### src/rtl/fight_pkg.sv
// Shared encodings and damage tables for the fight backend.
// Health arithmetic saturates at zero so the bars never wrap.
package fight_pkg;

  typedef enum logic [1:0] {
    STANDBY  = 2'b00,
    LIGHT    = 2'b01,
    HEAVY    = 2'b10,
    TYPE_INV = 2'b11
  } atk_type_t;

  typedef enum logic [1:0] {
    NO_HIT   = 2'b00,
    CRITICAL = 2'b01,
    NORMAL   = 2'b10,
    MISS     = 2'b11
  } roll_t;

  typedef enum logic [1:0] {
    PH_IDLE    = 2'b00,
    PH_FIGHT   = 2'b01,
    PH_P1_WIN  = 2'b10,
    PH_CPU_WIN = 2'b11
  } phase_t;

  localparam logic [7:0] DMG_LIGHT_NORM = 8'd1;
  localparam logic [7:0] DMG_LIGHT_CRIT = 8'd2;
  localparam logic [7:0] DMG_HEAVY_NORM = 8'd2;
  localparam logic [7:0] DMG_HEAVY_CRIT = 8'd4;
  localparam logic [7:0] DMG_CPU_NORM   = 8'd5;
  localparam logic [7:0] DMG_CPU_CRIT   = 8'd6;

  function automatic logic [7:0] sat_sub(input logic [7:0] a, input logic [7:0] b);
    return (a > b) ? (a - b) : 8'd0;
  endfunction

  function automatic logic [7:0] p1_damage(input logic [1:0] typ, input logic [1:0] roll);
    logic [7:0] dmg;
    dmg = 8'd0;
    if (typ == LIGHT) begin
      if (roll == CRITICAL) dmg = DMG_LIGHT_CRIT;
      else if (roll == NORMAL) dmg = DMG_LIGHT_NORM;
    end else if (typ == HEAVY) begin
      if (roll == CRITICAL) dmg = DMG_HEAVY_CRIT;
      else if (roll == NORMAL) dmg = DMG_HEAVY_NORM;
    end
    return dmg;
  endfunction

  function automatic logic [7:0] cpu_damage(input logic [1:0] roll);
    logic [7:0] dmg;
    dmg = 8'd0;
    if (roll == CRITICAL) dmg = DMG_CPU_CRIT;
    else if (roll == NORMAL) dmg = DMG_CPU_NORM;
    return dmg;
  endfunction

endpackage

### src/rtl/cpu_attack_timer.sv
// Modulo-PERIOD counter; o_expire pulses in the last count of each period.
// Clear has priority over enable so a round start always begins at zero.
module cpu_attack_timer #(
  parameter int PERIOD = 10_000_000
) (
  input  logic clk,
  input  logic reset_n,
  input  logic i_en,
  input  logic i_clr,
  output logic o_expire
);

  localparam int W = (PERIOD > 1) ? $clog2(PERIOD) : 1;

  logic [W-1:0] r_cnt;

  assign o_expire = i_en && !i_clr && (r_cnt == W'(PERIOD - 1));

  always_ff @(posedge clk or negedge reset_n) begin
    if (!reset_n) begin
      r_cnt <= '0;
    end else if (i_clr) begin
      r_cnt <= '0;
    end else if (i_en) begin
      r_cnt <= o_expire ? '0 : r_cnt + W'(1);
    end
  end

endmodule

### src/rtl/combat_scheduler.sv
// Round sequencer: phase FSM, player/CPU hit arbitration, cooldown and health.
// At most one hit is applied per cycle; the player wins ties, the CPU hit waits.
module combat_scheduler
  import fight_pkg::*;
#(
  parameter int START_HEALTH = 100,
  parameter int CPU_PERIOD   = 10_000_000,
  parameter int COOLDOWN     = 2_500_000
) (
  input  logic       clk,
  input  logic       reset_n,
  input  logic       start,
  input  logic       p1_req,
  input  logic [1:0] p1_type,
  input  logic [1:0] p1_roll,
  input  logic [1:0] cpu_roll,
  output logic [7:0] p1_health,
  output logic [7:0] cpu_health,
  output logic       cpu_attacking,
  output logic       p1_ack,
  output logic       p1_busy,
  output logic [1:0] phase
);

  localparam int         CD_W = (COOLDOWN > 0) ? $clog2(COOLDOWN + 1) : 1;
  localparam logic [7:0] HP0  = 8'(START_HEALTH);

  phase_t          r_phase, w_phase_nxt;
  logic [CD_W-1:0] r_cd;
  logic            r_pending, r_attacking, r_ack;
  logic [7:0]      r_p1_hp, r_cpu_hp;
  logic            w_fight, w_start_round, w_accept, w_cpu_apply, w_expire;
  logic [7:0]      w_cpu_hp_nxt, w_p1_hp_nxt, w_cpu_dmg;

  assign w_fight       = (r_phase == PH_FIGHT);
  assign w_start_round = start && !w_fight;
  assign w_accept      = w_fight && p1_req && (r_cd == '0) &&
                         ((p1_type == LIGHT) || (p1_type == HEAVY));
  assign w_cpu_apply   = w_fight && r_pending && !w_accept;
  assign w_cpu_dmg     = cpu_damage(cpu_roll);
  assign w_cpu_hp_nxt  = sat_sub(r_cpu_hp, p1_damage(p1_type, p1_roll));
  assign w_p1_hp_nxt   = sat_sub(r_p1_hp, w_cpu_dmg);

  cpu_attack_timer #(.PERIOD(CPU_PERIOD)) u_timer (
    .clk      (clk),
    .reset_n  (reset_n),
    .i_en     (w_fight),
    .i_clr    (w_start_round),
    .o_expire (w_expire)
  );

  always_ff @(posedge clk or negedge reset_n) begin
    if (!reset_n) r_phase <= PH_IDLE;
    else          r_phase <= w_phase_nxt;
  end

  // Round end is judged on the health value being written this cycle.
  always_comb begin
    w_phase_nxt = r_phase;
    case (r_phase)
      PH_FIGHT: begin
        if (w_accept && (w_cpu_hp_nxt == 8'd0))         w_phase_nxt = PH_P1_WIN;
        else if (w_cpu_apply && (w_p1_hp_nxt == 8'd0))  w_phase_nxt = PH_CPU_WIN;
      end
      default: begin
        if (start) w_phase_nxt = PH_FIGHT;
      end
    endcase
  end

  always_ff @(posedge clk or negedge reset_n) begin
    if (!reset_n) begin
      r_p1_hp     <= HP0;
      r_cpu_hp    <= HP0;
      r_cd        <= '0;
      r_pending   <= 1'b0;
      r_attacking <= 1'b0;
      r_ack       <= 1'b0;
    end else if (w_start_round) begin
      r_p1_hp     <= HP0;
      r_cpu_hp    <= HP0;
      r_cd        <= '0;
      r_pending   <= 1'b0;
      r_attacking <= 1'b0;
      r_ack       <= 1'b0;
    end else begin
      r_ack <= w_accept;
      if (w_accept)          r_cd <= CD_W'(COOLDOWN);
      else if (r_cd != '0)   r_cd <= r_cd - CD_W'(1);
      if (w_accept) r_cpu_hp <= w_cpu_hp_nxt;
      if (w_cpu_apply) begin
        r_p1_hp     <= w_p1_hp_nxt;
        r_attacking <= (w_cpu_dmg != 8'd0);
      end
      // A pending CPU hit never survives into an end phase.
      if (!w_fight || (w_phase_nxt != PH_FIGHT)) r_pending <= 1'b0;
      else if (w_expire)                         r_pending <= 1'b1;
      else if (w_cpu_apply)                      r_pending <= 1'b0;
    end
  end

  assign p1_health     = r_p1_hp;
  assign cpu_health    = r_cpu_hp;
  assign cpu_attacking = r_attacking;
  assign p1_ack        = r_ack;
  assign p1_busy       = (r_cd != '0);
  assign phase         = r_phase;

endmodule

### config.mk
export PLATFORM = sky130hd
export DESIGN_NAME = combat_scheduler
export DESIGN_NICKNAME = d
export VERILOG_FILES = /design/src/rtl/fight_pkg.sv /design/src/rtl/cpu_attack_timer.sv /design/src/rtl/combat_scheduler.sv
export SDC_FILE = /design/constraint.sdc
export NUM_CORES = 1
export LEC_CHECK = 0
export ABC_AREA = 1
export ABC_CLOCK_PERIOD_IN_PS = 1960
export BUFFER_PORTS_ARGS = -buffer_cell sky130_fd_sc_hd__clkbuf_2
export CAP_MARGIN = 15
export CORE_UTILIZATION = 35
export DETAILED_ROUTE_END_ITERATION = 12
export MAX_ROUTING_LAYER = met4
export SLEW_MARGIN = 20
export SYNTH_ARGS = -nofsm -noshare
export SYNTH_HDL_FRONTEND = slang
export SYNTH_SLANG_ARGS = --single-unit
### constraint.sdc
create_clock -name clk -period 1.96 [get_ports clk]
set_input_delay 0.392 -clock clk [delete_from_list [all_inputs] [get_ports clk]]
set_output_delay 0.392 -clock clk [all_outputs]
set_load 0.01 [all_outputs]
==> summary.txt, run 1 <==
Worst setup path
  • Worst r2r src: cpu_health[0]$_DFFE_PN0P_
  • Critical Path AT: ~2.3 ns
  • R2R cell count: 14
  • Worst R2R End: phase[0]$_DFF_PN0_
  • Crit path required time: 2.19 ns
  • Crit path launch type: input pin
  • Crit-path max FO: 8
  • Crit path capture type: register
  • Crit Path Category: input pin to register
  • Register-to-register setup slack: -0.08 ns

Timing
  • Final hold viol count: 0
  • Slew Viols, Final: 0
  • Final min period: 2.08 ns
  • Max-slew headroom: 66.6%
  • Fmax: 0.480 GHz
  • Setup ws final: -0.123 ns
  • Setup violators final: 4
  • Clk_skew: 0.00554 ns
  • Worst-Margin Slew: 0.497 ns
  • Fin crit share: 106%
  • RSZ-0062 raised after global routing: true

Power and ir drop
  • Pwr dens: 928 mW/mm²
  • Power, Total: 5420 µW
  • P_leak: 0.00289 µW
  • Worst VDD drop: 0.000446 V

Clocking
  • Clk sink count: 67
  • Clock Latency Late Sink: 0.34 ns
  • CTS tree: done
  • Root buffer cell: clkbuf_16
  • Num CTS Buffers: 9
  • Reg clk slew, reported paths: 0.06 ns
  • CTS Buffer Depth: 2
  • CTS H-tree depth: 3

Yosys
  • Syn Std Cell Area: 0.00436 mm²
  • Syn Nets: 624
  • Syn avg cell area: about 7.3 µm²
  • Seq cells post-synth: 67
  • Yosys warnings: 0
  • Mapped Cells: 600
  • Post-synth cell types: just over 40
  • Seq/Total Area, Yosys: 38.6%

Detailed routing
  • DR iter-0 viols: around 240
  • DR WL met2: 5.78 mm
  • Routed len/inst: 13.3 µm
  • DR vias/cell: 4.99
  • Antenna-violating nets left: 0
  • Met3 wire length: 439 µm
  • Post-Route WL: 11.6 mm
  • Via count: 4332
  • Top routing layer in use: met4
  • Post-route DRC violation count: 0
  • Met1 WL: between 5 and 6 mm
  • First-pass DRT Iterations: 4

Placed design
  • Buffers on Ports: 30
  • DP Worst Slack: -0.619 ns
  • DP HPWL: 8.18 mm
  • Routability Congestion: 0.934

GRT
  • Largest net degree at the start of global routing: 68
  • Number of global-route vias before repair: 4176
  • Initial antenna violation count: 0
  • Total track usage: 19.2%
  • First-pass GRT wire length: roughly 19 mm
  • Grt ovf: 0

Finish
  • Area delta synth->final: 33.9%
  • Ant diodes: 0
  • Most frequent cells in the layout: nand2_1, inv_1, nor2_1
  • Layout cells sized above 1: 29.4%
  • Fin nets: slightly above 700
  • Commonest non-fill, non-tap cell in the layout: nand2_1

Die
  • Die area: 0.0129 mm²
  • Core footprint: ~0.012 mm²
  • Die height: roughly 110 µm
  • Die X: roughly 110 µm
  • Num rows: 40
  • Initial Utilization: 36.1%
  • Ports: 31

Run
  • Max cap viols: 0

Worst hold path
  • Hold Path Class: input pin to asynchronous set/reset pin

Run status
  • Status: finished with violations
  • Failing checks: negative setup slack
worst max-delay path by stage:
stage          startpoint               endpoint  slack [ns]  cells past startpoint
5_1_grt        p1_type[1]  r_pending$_DFFE_PN0P_       -0.18                     18
4_1_cts        p1_type[1]     phase[0]$_DFF_PN0_       -0.09                     18
3_3_place_gp   p1_type[1]     phase[0]$_DFF_PN0_       -0.49                     18
3_5_place_dp   p1_type[1]     phase[0]$_DFF_PN0_       -0.62                     18
2_1_floorplan  p1_type[1]     phase[0]$_DFF_PN0_       -0.19                     17
6_report       p1_type[1]     phase[0]$_DFF_PN0_       -0.12                     18
metrics by stage:
stage	util, %	cell area [µm²]	TNS, ns	hold WS, ns	instances
detailed placement	42.1	5070	-5.92	0.442	833
CTS	46.1	5560	-0.207	0.0833	859
finish	48.4	5840	-0.283	0.0609	868
floorplan	-	4420	-0.459	0.0964	600
global route	48.4	5840	-0.630	0.0910	868
global placement	42.1	5070	-4.93	0.440	833
state kept, by name (all words and copies together), names as in the netlist:
| name | flops |
|---|---|
| r_cd | 22 |
| phase | 2 |
| u_timer.r_cnt | 24 |
| cpu_attacking | 1 |
| p1_health | 8 |
| cpu_health | 8 |
| p1_ack | 1 |
| r_pending | 1 |
Yosys cell counts:
cell	count	share of area, %
xor2_1	9	1.8
dfrtp_1	61	35
nand2_1	117	10
nand4_1	18	2.6
inv_1	89	7.7
xnor2_1	7	1.4
nor4_1	5	0.72
nor2_4	1	0.26
buf_2	2	0.23
a21oi_1	28	3.2
nor2_1	78	6.7
or2_2	3	0.43
nor3_1	22	2.5
ha_1	12	3.4
a211oi_1	4	0.69
buf_6	4	1.0
nor3_2	3	0.69
nand3_4	1	0.40
nand3_2	1	0.23
inv_4	1	0.14
o21a_1	1	0.17
a31oi_1	3	0.43
nor3b_1	1	0.17
o21ai_0	20	2.3
nand2_4	2	0.52
dfstp_2	6	3.6
inv_2	5	0.43
clkbuf_1	3	0.26
o211ai_1	2	0.34
nand3_1	58	6.7
a21oi_2	1	0.20
nor2_8	1	0.46
fa_1	2	0.92
o21ai_1	6	0.69
and3_1	1	0.14
nand2_2	6	0.86
a31o_2	1	0.20
a221oi_1	2	0.40
o22ai_1	6	0.86
a22oi_1	2	0.34
nor2_2	5	0.72
cells by family (layout without fill, tap and decap cells):
kind of cell	after synthesis	in the layout	synth area share [%]
simple gates	323	323	34.2
buf+inv	104	204	9.76
compound gates	76	76	9.85
flops	67	67	38.6
xor+xnor	16	16	3.22
fa+ha+maj	14	14	4.36
timing repair:
action	in CTS	in global routing
gates cloned	0	0
setup endpoints to repair	7	22
hold buffers	0	0
buffers inserted	10	10
pin swaps	13	16
hold endpoints to repair	0	0
gates resized for setup	28	50
routing by layer:
layer | vias to the layer above | track usage, %
met1 | 2054 | 23.0
met2 | 94 | 31.7
met4 | 0 | 7.11
met3 | 21 | 3.99
met5 | - | -
li1 | 2163 | -
report_power, final:
group | switching (µW) | internal [µW] | total, µW
combinational | 999 | 782 | 1780
clock | 608 | 1020 | 1630
sequential | 323 | 1690 | 2010
critical path, cell delays in order:
cell       delay, ns
clkbuf_16       0.14
inv_12          0.05
ha_4            0.13
inv_4           0.04
nor2_4          0.09
ha_4            0.13
inv_2           0.03
fa_2            0.36
nand2_4         0.11
nand2_4         0.07
nand2_4         0.11
nand2_8         0.09
o21ai_0         0.12
nand2_1         0.10
inv_1           0.08
nand3_2         0.11
o21ai_1         0.09
inv_1           0.05
final cells by class:
| class | count | area (µm²) |
|---|---|---|
| fill | 1157 | 6230 |
| multi-input combinational | 429 | 2580 |
| sequential | 67 | 1680 |
| timing repair buffer | 93 | 679 |
| inverter | 95 | 377 |
| clock buffer | 10 | 239 |
| tap | 168 | 210 |
| clock inverter | 6 | 63.8 |
Note: power is estimated with default switching activity, not from simulation.
==> inputs of run 2 (changes only) <==
- SKIP_CTS_REPAIR_TIMING: not set -> 1
==> summary.txt, run 2 (synthesis results as in run 1) <==
Run status
  • Status: finished with violations
  • Failing checks: negative setup slack

Worst setup path
  • Worst R2R End: phase[0]$_DFF_PN0_
  • Worst r2r src: cpu_health[0]$_DFFE_PN0P_
  • Crit path required time: 2.19 ns (about the same)
  • Register-to-register setup slack: -0.12 ns (-0.04 ns)
  • Crit-path max FO: 4 (-4)
  • Crit path launch type: input pin
  • Crit Path Category: input pin to register
  • Critical Path AT: 2.32 ns (about the same)
  • R2R cell count: 14 (unchanged)
  • Crit path capture type: register

Finish
  • Largest register by flop count: u_timer.r_cnt
  • Fin nets: 719 (unchanged)
  • Max reg flops: 24 (unchanged)
  • Area delta synth->final: 33.0%
  • Filler cells: 1164 (+0.61%)
  • Layout cells sized above 1: 29.0% (-0.43 points)
  • Commonest non-fill, non-tap cell in the layout: nand2_1
  • Top flop regs: u_timer.r_cnt (24), r_cd (22)
  • Most frequent cells in the layout: nand2_1, inv_1, nor2_1
  • Ant diodes: 0 (unchanged)
  • Final instance area: 0.00579 mm² (-0.71%)

GRT
  • Grt ovf: 0 (unchanged)
  • GRT busiest layer: met2
  • Total track usage: 18.5% (-0.71 points)
  • Initial antenna violation count: 0 (unchanged)
  • First-pass GRT wire length: 18.4 mm (-3.9%)
  • Met1 Use GR: 22.8% (-0.24 points)
  • Met3 Track Usage GR: 3.77% (-0.21 points)
  • Number of global-route vias before repair: 3994 (-4.4%)
  • Largest net degree at the start of global routing: 68 (unchanged)
  • Met2 GRT Util: 30.3% (-1.4 points)

Timing
  • Fmax: 0.477 GHz (-0.69%)
  • Max-slew headroom: 67.0% (+0.49 points)
  • Clk_skew: 0.00580 ns (+0.000259 ns)
  • Final hold viol count: 0 (unchanged)
  • Fin crit share: 107% (+0.74 points)
  • Setup ws final: -0.138 ns (-0.0145 ns)
  • Slew Viols, Final: 0 (unchanged)
  • Worst-Margin Slew: 0.490 ns (-0.00727 ns)
  • Final min period: 2.10 ns (+0.0145 ns)
  • Setup TNS: -0.410 ns (-0.127 ns)
  • RSZ-0062 raised after global routing: true
  • Setup violators final: 5 (+1)

Die
  • Die X: 114 µm (unchanged)
  • Core footprint: 0.0121 mm² (unchanged)
  • Ports: 31 (unchanged)
  • Initial Utilization: 36.1% (unchanged)
  • Die height: 114 µm (unchanged)
  • Die area: 0.0129 mm² (unchanged)
  • Num rows: 40 (unchanged)

Clocking
  • CTS Buffer Depth: 2 (unchanged)
  • Clk sink count: 67 (unchanged)
  • Clock Latency Late Sink: 0.34 ns (about the same)
  • CTS H-tree depth: 3 (unchanged)
  • CTS tree: done
  • Root buffer cell: clkbuf_16
  • Num CTS Buffers: 9 (unchanged)
  • Reg clk slew, reported paths: 0.06 ns (about the same)

Placed design
  • DP HPWL: 8.18 mm (unchanged)
  • Routability Congestion: 0.934 (unchanged)
  • Placement Cell Area: 0.00507 mm² (unchanged)
  • Buffers on Ports: 30 (unchanged)

Detailed routing
  • Routed len/inst: 13.2 µm (-1.1%)
  • DR vias/cell: 4.99 (about the same)
  • Post-Route WL: 11.4 mm (-1.1%)
  • First-pass DRT Iterations: 5 (+1)
  • Post-route DRC violation count: 0 (unchanged)
  • DR iter-0 viols: 294 (+24%)
  • Via count: 4331 (-0.023%)
  • Antenna-violating nets left: 0 (unchanged)

Power and ir drop
  • Pwr dens: 922 mW/mm² (-0.72%)
  • Worst VDD drop: 0.000445 V (about the same)
  • P_leak: 0.00289 µW (-0.15%)
  • Power, Total: 5340 µW (-1.4%)

Run
  • Max cap viols: 0 (unchanged)

Worst hold path
  • Hold Path Class: input pin to asynchronous set/reset pin
## run 2: cell count changes in the layout (fill, tap and decap cells not counted), sizes merged
cell	before	now
buf	64	67
clkbuf	39	36
clkinv	2	3
inv	96	95
## run 2: per-layer routing
| metal | up-vias | part of all wire, % |
|---|---|---|
| met4 | 0 | 2.1 |
| met3 | 24 | 4.1 |
| met2 | 113 | 49 |
| li1 | 2160 | - |
| met1 | 2034 | 45 |
| met5 | - | 0 |
## run 2: worst max-delay path: stages
cell and delay [ns]:
buf_12 0.12, inv_12 0.04, ha_4 0.13, inv_4 0.04
nor2_4 0.09, ha_4 0.13, inv_2 0.03, fa_2 0.36
nand2_4 0.11, nand2_4 0.07, nand2_4 0.12, inv_1 0.06
nand3_1 0.11, nand2_2 0.08, nor2_2 0.15, nand3_2 0.13
o21ai_1 0.10, inv_1 0.05
## run 2: worst max-delay path by stage
stage | endpoint | start
2_1_floorplan | phase[0]$_DFF_PN0_ | p1_type[1]
3_3_place_gp | phase[0]$_DFF_PN0_ | p1_type[1]
3_5_place_dp | phase[0]$_DFF_PN0_ | p1_type[1]
4_1_cts | phase[0]$_DFF_PN0_ | p1_type[1]
5_1_grt | r_pending$_DFFE_PN0P_ | p1_type[0]
6_report | phase[0]$_DFF_PN0_ | p1_type[1]
## run 2: cell type report
cell class | count | area, µm² | share of cell area (%)
Multi-Input combinational cell | 429 | 2550 | 43.9
Sequential cell | 67 | 1680 | 29.1
Timing Repair Buffer | 93 | 672 | 11.6
Inverter | 95 | 379 | 6.54
Clock buffer | 10 | 239 | 4.12
Tap cell | 168 | 210 | 3.63
Clock inverter | 6 | 63.8 | 1.10
## run 2: power by group
part	internal, µW	switching (µW)
Combinational	733	974
Clock	1020	605
Sequential	1690	322
Total	3440	1900
## run 2: per-stage QoR
step / worst slack (ns) / utilization [%] / hold WS (ns) / instances
5_1_grt: -0.226 / 48.0 / 0.0918 / 868
4_1_cts: -0.276 / 44.6 / 0.0833 / 849
3_3_place_gp: -0.489 / 42.1 / 0.440 / 833
2_1_floorplan: -0.189 / - / 0.0964 / 600
6_report: -0.138 / 48.0 / 0.0456 / 868
3_5_place_dp: -0.619 / 42.1 / 0.442 / 833
